$ cat src/rtl/ins_mem_pkg.sv
// Shared encodings for the memory-access stage: FSM states, funct3 access
// codes and writeback-select values.
package ins_mem_pkg;

  typedef enum logic [1:0] {
    IDLE     = 2'd0,
    WAIT_GNT = 2'd1,
    WAIT_RSP = 2'd2
  } state_t;

  localparam logic [2:0] F3_LB  = 3'b000;
  localparam logic [2:0] F3_LH  = 3'b001;
  localparam logic [2:0] F3_LW  = 3'b010;
  localparam logic [2:0] F3_LBU = 3'b100;
  localparam logic [2:0] F3_LHU = 3'b101;
  localparam logic [2:0] F3_SB  = 3'b000;
  localparam logic [2:0] F3_SH  = 3'b001;
  localparam logic [2:0] F3_SW  = 3'b010;

  localparam logic [1:0] WB_ALU  = 2'b00;
  localparam logic [1:0] WB_LOAD = 2'b01;
  localparam logic [1:0] WB_PC4  = 2'b10;

endpackage

$ cat src/rtl/ins_mem_load_store_align.sv
// Byte-lane handling for loads and stores: misalignment detection, store
// strobe/data replication and load byte/half extraction with extension.
module load_store_align
  import ins_mem_pkg::*;
(
  input  logic [1:0]  offset,
  input  logic [2:0]  funct3,
  input  logic        store,
  input  logic [31:0] store_data,
  input  logic [31:0] rdata,
  output logic        misaligned,
  output logic [3:0]  wstrb,
  output logic [31:0] wdata,
  output logic [31:0] load_data
);

  logic [31:0] shifted;

  always_comb begin
    misaligned = 1'b0;
    case (funct3[1:0])
      2'b00:   misaligned = 1'b0;
      2'b01:   misaligned = offset[0];
      default: misaligned = |offset;
    endcase
  end

  // Byte and half stores are replicated across lanes; the strobe picks the lane.
  always_comb begin
    wstrb = 4'b0000;
    wdata = store_data;
    case (funct3[1:0])
      2'b00: begin
        wstrb = 4'b0001 << offset;
        wdata = {4{store_data[7:0]}};
      end
      2'b01: begin
        wstrb = 4'b0011 << offset;
        wdata = {2{store_data[15:0]}};
      end
      default: begin
        wstrb = 4'b1111;
        wdata = store_data;
      end
    endcase
    if (!store) wstrb = 4'b0000;
  end

  always_comb begin
    shifted   = rdata >> {offset, 3'b000};
    load_data = shifted;
    case (funct3)
      F3_LB:   load_data = {{24{shifted[7]}}, shifted[7:0]};
      F3_LH:   load_data = {{16{shifted[15]}}, shifted[15:0]};
      F3_LBU:  load_data = {24'd0, shifted[7:0]};
      F3_LHU:  load_data = {16'd0, shifted[15:0]};
      default: load_data = shifted;
    endcase
  end

endmodule

$ cat src/rtl/ins_mem.sv
// Memory-access pipeline stage: issues loads/stores on the shared data port,
// stalls while outstanding, and produces the MEM/WB register.
module ins_mem
  import ins_mem_pkg::*;
#(
  parameter logic [1:0] CORE_ID    = 2'd0,
  parameter int         WAIT_LIMIT = 255
) (
  input  logic        clk,
  input  logic        rst,
  input  logic [31:0] ex_pc_plus_4_in,
  input  logic [31:0] ex_alu_result_in,
  input  logic [31:0] ex_read_data2_in,
  input  logic [4:0]  ex_rd_addr_in,
  input  logic [2:0]  ex_funct3_in,
  input  logic        ex_mem_read_in,
  input  logic        ex_mem_write_in,
  input  logic        ex_reg_write_in,
  input  logic [1:0]  ex_mem_to_reg_in,
  output logic        dmem_req_out,
  output logic        dmem_we_out,
  output logic [31:0] dmem_addr_out,
  output logic [31:0] dmem_wdata_out,
  output logic [3:0]  dmem_wstrb_out,
  output logic [1:0]  dmem_core_id_out,
  input  logic        dmem_gnt_in,
  input  logic        dmem_rvalid_in,
  input  logic [31:0] dmem_rdata_in,
  output logic        mem_stall_out,
  output logic [31:0] mem_forward_data_out,
  output logic [31:0] mem_pc_plus_4_out,
  output logic [31:0] mem_alu_result_out,
  output logic [31:0] mem_read_data_out,
  output logic [4:0]  mem_rd_addr_out,
  output logic        mem_reg_write_out,
  output logic [1:0]  mem_mem_to_reg_out,
  output logic        mem_misaligned_out,
  output logic        mem_bus_err_out
);

  localparam int CW = (WAIT_LIMIT > 1) ? $clog2(WAIT_LIMIT + 1) : 1;

  state_t        state;
  logic [CW-1:0] wait_cnt;
  logic          access, is_write, misaligned, aligned_access, misaligned_access;
  logic          timeout, abort, load_done;
  logic [31:0]   load_data;

  assign access            = ex_mem_read_in | ex_mem_write_in;
  assign is_write          = ex_mem_write_in & ~ex_mem_read_in;
  assign aligned_access    = access & ~misaligned;
  assign misaligned_access = access & misaligned & (state == IDLE);

  load_store_align u_align (
    .offset     (ex_alu_result_in[1:0]),
    .funct3     (ex_funct3_in),
    .store      (is_write),
    .store_data (ex_read_data2_in),
    .rdata      (dmem_rdata_in),
    .misaligned (misaligned),
    .wstrb      (dmem_wstrb_out),
    .wdata      (dmem_wdata_out),
    .load_data  (load_data)
  );

  assign dmem_we_out          = is_write;
  assign dmem_addr_out        = {ex_alu_result_in[31:2], 2'b00};
  assign dmem_core_id_out     = CORE_ID;
  assign mem_forward_data_out = ex_alu_result_in;

  // A timeout takes priority over a grant or response arriving in the same cycle.
  always_comb begin
    dmem_req_out  = 1'b0;
    mem_stall_out = 1'b0;
    abort         = 1'b0;
    load_done     = 1'b0;
    timeout       = (WAIT_LIMIT != 0) && (wait_cnt == CW'(WAIT_LIMIT));
    case (state)
      IDLE: begin
        if (aligned_access) begin
          dmem_req_out  = 1'b1;
          mem_stall_out = !(dmem_gnt_in && is_write);
        end
      end
      WAIT_GNT: begin
        if (timeout) abort = 1'b1;
        else begin
          dmem_req_out  = 1'b1;
          mem_stall_out = !(dmem_gnt_in && is_write);
        end
      end
      WAIT_RSP: begin
        if (timeout) abort = 1'b1;
        else begin
          mem_stall_out = !dmem_rvalid_in;
          load_done     = dmem_rvalid_in;
        end
      end
      default: ;
    endcase
    if (!rst) begin
      dmem_req_out  = 1'b0;
      mem_stall_out = 1'b0;
      abort         = 1'b0;
      load_done     = 1'b0;
    end
  end

  always_ff @(posedge clk) begin
    if (!rst) begin
      state              <= IDLE;
      wait_cnt           <= '0;
      mem_pc_plus_4_out  <= '0;
      mem_alu_result_out <= '0;
      mem_read_data_out  <= '0;
      mem_rd_addr_out    <= '0;
      mem_reg_write_out  <= 1'b0;
      mem_mem_to_reg_out <= '0;
      mem_misaligned_out <= 1'b0;
      mem_bus_err_out    <= 1'b0;
    end else begin
      mem_misaligned_out <= misaligned_access;
      mem_bus_err_out    <= abort;
      wait_cnt           <= (state == IDLE) ? '0 : wait_cnt + 1'b1;

      case (state)
        IDLE:
          if (aligned_access) begin
            if (!dmem_gnt_in)  state <= WAIT_GNT;
            else if (!is_write) state <= WAIT_RSP;
          end
        WAIT_GNT:
          if (abort) state <= IDLE;
          else if (dmem_gnt_in) state <= is_write ? IDLE : WAIT_RSP;
        WAIT_RSP:
          if (abort || dmem_rvalid_in) state <= IDLE;
        default: state <= IDLE;
      endcase

      // Stalled or aborted cycles leave a bubble; other MEM/WB fields hold.
      if (abort || mem_stall_out) begin
        mem_reg_write_out <= 1'b0;
        mem_rd_addr_out   <= '0;
      end else begin
        mem_pc_plus_4_out  <= ex_pc_plus_4_in;
        mem_alu_result_out <= ex_alu_result_in;
        mem_rd_addr_out    <= ex_rd_addr_in;
        mem_reg_write_out  <= ex_reg_write_in & ~misaligned_access;
        mem_mem_to_reg_out <= ex_mem_to_reg_in;
        if (load_done) mem_read_data_out <= load_data;
      end
    end
  end

endmodule

$ cat config.mk
export PLATFORM = sky130hd
export DESIGN_NAME = ins_mem
export DESIGN_NICKNAME = d
export VERILOG_FILES = /design/src/rtl/ins_mem_pkg.sv /design/src/rtl/ins_mem_load_store_align.sv /design/src/rtl/ins_mem.sv
export SDC_FILE = /design/constraint.sdc
export NUM_CORES = 1
export LEC_CHECK = 0
export ABC_AREA = 1
export CAP_MARGIN = 5
export CORE_AREA = 2 2 137 139
export DETAILED_ROUTE_END_ITERATION = 8
export DIE_AREA = 0 0 139 141
export PLACE_DENSITY = 0.82
export SLEW_MARGIN = 20
export SYNTH_ARGS = -nofsm -noshare
export SYNTH_HDL_FRONTEND = slang
export SYNTH_SLANG_ARGS = --single-unit
$ cat constraint.sdc
create_clock -name clk -period 1.6 [get_ports clk]
set_input_delay 0.16 -clock clk [delete_from_list [all_inputs] [get_ports clk]]
set_output_delay 0.16 -clock clk [all_outputs]
set_load 0.03 [all_outputs]
==> metrics.md <==
| Metric | Value |
|---|---|
| Top cells by area, synth | dfxtp_1 (37%), nor2_1 (14%), nand2_1 (11%) |
| Critical Path RT | 1.90 ns |
| MaxCap Viol Count | 0 |
| Register area | 2320 um^2 |
| Floorplan Core Area | 18300 um^2 |
| # setup viols final | 106 |
| GR Overflow Total | 0 |
| Root Driver | clkbuf_16 |
| RSZ-0062 raised after global routing | yes |
| Seq cells post-synth | 116 |
| Cell area after synthesis | 6230 um^2 |
| Final clock skew | 0.00991 ns |
| Worst slack, placed | -0.561 ns |
| Peak fanout along the critical path | 20 |
| Gpl congestion | 0.893 |
| Cell Count Post-Placement | 1480 |
| Gr usage total | 22.5% |
| Ys Warns | 0 |
| CP arrival | 2.21 ns |
| Num rows | 50 |
| Top cell type's share of synthesized area | 37.3% |
| CP Launch Type | flop |
| CTS Buf Count | 17 |
| Top sig layer | met4 |
| Clk_lat worst skew | 0.42 ns |
| Synth Instances | 949 |
| Seq/Total Area, Yosys | 37.3% |
| PortBufs | 351 |
| Worst-path clk slew | 0.06 ns |
| Met1 WL | 8940 um |
| LEAKAGE | 5.87 nW |
| Antenna viol nets, final | 0 |
| Post-synth cell types | 31 |
| Max Freq | 524 MHz |
| Post-layout util | 61.4% |
| Filler cell count | 1549 |
| # hold bufs at CTS | 0 |
| Failing checks | negative setup slack |
| Nets | 1436 |
| Crit end category | flop |
| Vias in the first global route | 6750 |
| Hold Slack | 0.0413 ns |
| First-pass GRT wire length | 34900 um |
| Final worst setup slack | -0.307 ns |
| # DRC | 0 |
| Die area | 19600 um^2 |
| Drt total wl | 24800 um |
| CTS tree | yes |
| Slew margin rel. | 50.6% |
| I/O pins | 356 |
| Hold Path Class | input pin to flop |
| Post-route insts no fill | 1534 |
| Die Ht | 141 um |
| CTS sink count | 116 |
| Initial DRC count | 566 |
| Detailed Place HPWL | 17200 um |
| Initial antenna violation count | 1 |
| Final Critical Period | 1.91 ns |
| Leading area contributor after synthesis | dfxtp_1 |
| Largest net degree at the start of global routing | 59 |
| DIE WIDTH | 139 um |
| Worst IR drop on VDD | 0.000681 V |
| Syn avg cell area | 6.57 um^2 |
| Drt first pass iters | 5 |
| Initial core utilization | 34.1% |
| Area grow syn2layout | 79.9% |
| WL met2 | 13000 um |
| Vias | 7360 |
| Least-Margin Pin Slew | 0.740 ns |
| H-Tree Depth | 4 |
| Outcome | finished, violations left |
| Max clock buf depth | 2 |
| Slew Limit Fails | 0 |
| Design Power | 13.1 mW |
| Fin crit share | 119% |
| PD cells | 1170 nW/um^2 |
| Setup CP Type | flop to flop |
| Multi-input logic area | 3090 um^2 |
| Layout cell share with drive strength beyond 1 | 22.6% |
| Met3 routed WL | 1790 um |
| Final hold viol count | 0 |
| Wire per inst | 16.2 um |
| Drt via density | 4.80 |
-- cells in the mapped netlist --
master and count:
a21oi_1 15, and2_1 1, buf_2 11, buf_4 79
buf_6 8, clkbuf_1 25, clkbuf_2 1, conb_1 1
dfxtp_1 116, ha_1 5, inv_1 93, inv_2 4
mux2i_1 7, nand2_1 190, nand2_2 2, nand2_4 2
nand3_1 25, nand3_2 2, nand4_1 23, nor2_1 228
nor2_2 2, nor2_8 1, nor3_1 1, o211ai_1 5
o21a_1 1, o21ai_0 68, o21ai_1 27, o22ai_1 3
o31ai_1 1, or2_1 1, or2_2 1
-- registers in the layout, indices dropped and copies added (netlist names), 2 cells and up --
| name | cells |
|---|---|
| mem_read_data_out | 32 |
| state | 2 |
| mem_mem_to_reg_out | 2 |
| mem_rd_addr_out | 5 |
| mem_alu_result_out | 32 |
| mem_pc_plus_4_out | 32 |
| wait_cnt | 8 |
-- through the flow --
step | setup TNS, ns | area (um^2)
4_1_cts | -18.29 | 10600
6_report | -23.97 | 11200
2_1_floorplan | -0.569 | 6280
5_1_grt | -37.88 | 11200
3_3_place_gp | -51.20 | 9870
3_5_place_dp | -54.54 | 9870
-- worst max-delay path, cell delays in order (launching register included) --
cell and delay (ns):
dfxtp_2 0.35, ha_4 0.15, nand2_4 0.05, nor2_4 0.11, nand2_4 0.08, nand2_2 0.08
nand2_2 0.05, inv_2 0.04, nand2_2 0.06, nand2_4 0.07, buf_6 0.14, nand3_4 0.17
buf_16 0.22, nor2_1 0.15, nor2_1 0.07
-- layer usage --
layer,up-vias,GRT usage [%]
li1,3554,-
met1,3323,24.3
met2,416,41.1
met3,67,5.37
met4,0,11.3
met5,-,0
-- layout by cell type, fill, tap and decap left out, types with 2 or more instances in the layout --
cell and instances:
clkbuf_16 24, a21oi_1 12, buf_6 10, mux2i_1 7, o21ai_2 25, dlymetal6s2s_1 37, buf_16 3, nor2_2 25
a21oi_2 3, nand2_4 12, conb_1 4, inv_6 6, nand3_1 22, buf_4 97, buf_8 3, o21ai_1 36
o211ai_1 5, nand2_8 2, clkinv_2 6, o22ai_1 2, ha_1 3, inv_1 80, nand3_2 4, buf_12 22
dfxtp_1 114, inv_2 15, nor2_1 204, dlygate4sd2_1 62, clkinvlp_4 2, clkdlybuf4s50_1 196, nand2_2 21, nand2_1 159
clkinv_4 2, nand4_1 23, o21ai_0 34, dfxtp_2 2
-- path summary, 6_finish.rpt --
kind                               start                                  to  slack [ns]  cells after the start
setup reg to reg  wait_cnt[0]$_SDFF_PP0_  mem_read_data_out[14]$_SDFFE_PN0P_       -0.31                     14
hold / removal                       rst  mem_alu_result_out[0]$_SDFFE_PN0N_        0.04                      3
hold reg to reg   wait_cnt[7]$_SDFF_PP0_              wait_cnt[7]$_SDFF_PP0_        0.45                      2
setup / recovery  wait_cnt[0]$_SDFF_PP0_  mem_read_data_out[14]$_SDFFE_PN0P_       -0.31                     14
-- area by class of cell --
type	count	share of cell area [%]
Antenna cell	1	0.0223
Sequential cell	116	20.7
Timing Repair Buffer	438	40.9
Clock buffer	17	3.79
Inverter	97	3.38
Timing Repair inverter	1	0.0781
Tap cell	234	2.61
Multi-Input combinational cell	615	27.5
Clock inverter	15	0.949
-- cells by family (layout without fill, tap and decap cells) --
group / Yosys count / after routing / synth area share (%)
other: 1 / 5 / 0.0602
multiplexers: 7 / 7 / 1.12
AND/OR/NAND/NOR: 479 / 479 / 31.3
flip-flops: 116 / 116 / 37.3
AO/OA/AOI/OAI: 120 / 120 / 9.98
buffers and inverters: 221 / 568 / 19.3
adder cells (fa/ha/maj): 5 / 5 / 1.00
-- where the power goes --
part | switching, mW | internal [mW] | total [mW]
combinational | 3.49 | 2.57 | 6.06
sequential | 0.257 | 3.37 | 3.63
clock | 1.46 | 1.98 | 3.45
-- what timing repair did --
action                                  in CTS  in global routing
buffers inserted                             6                  1
pin swaps                                    2                 25
endpoints found under the setup margin     185                150
gates resized for setup                    117                145
gates cloned                                 3                 11
hold endpoints to repair                     0                  0
Power figures use the tool's default switching activity.
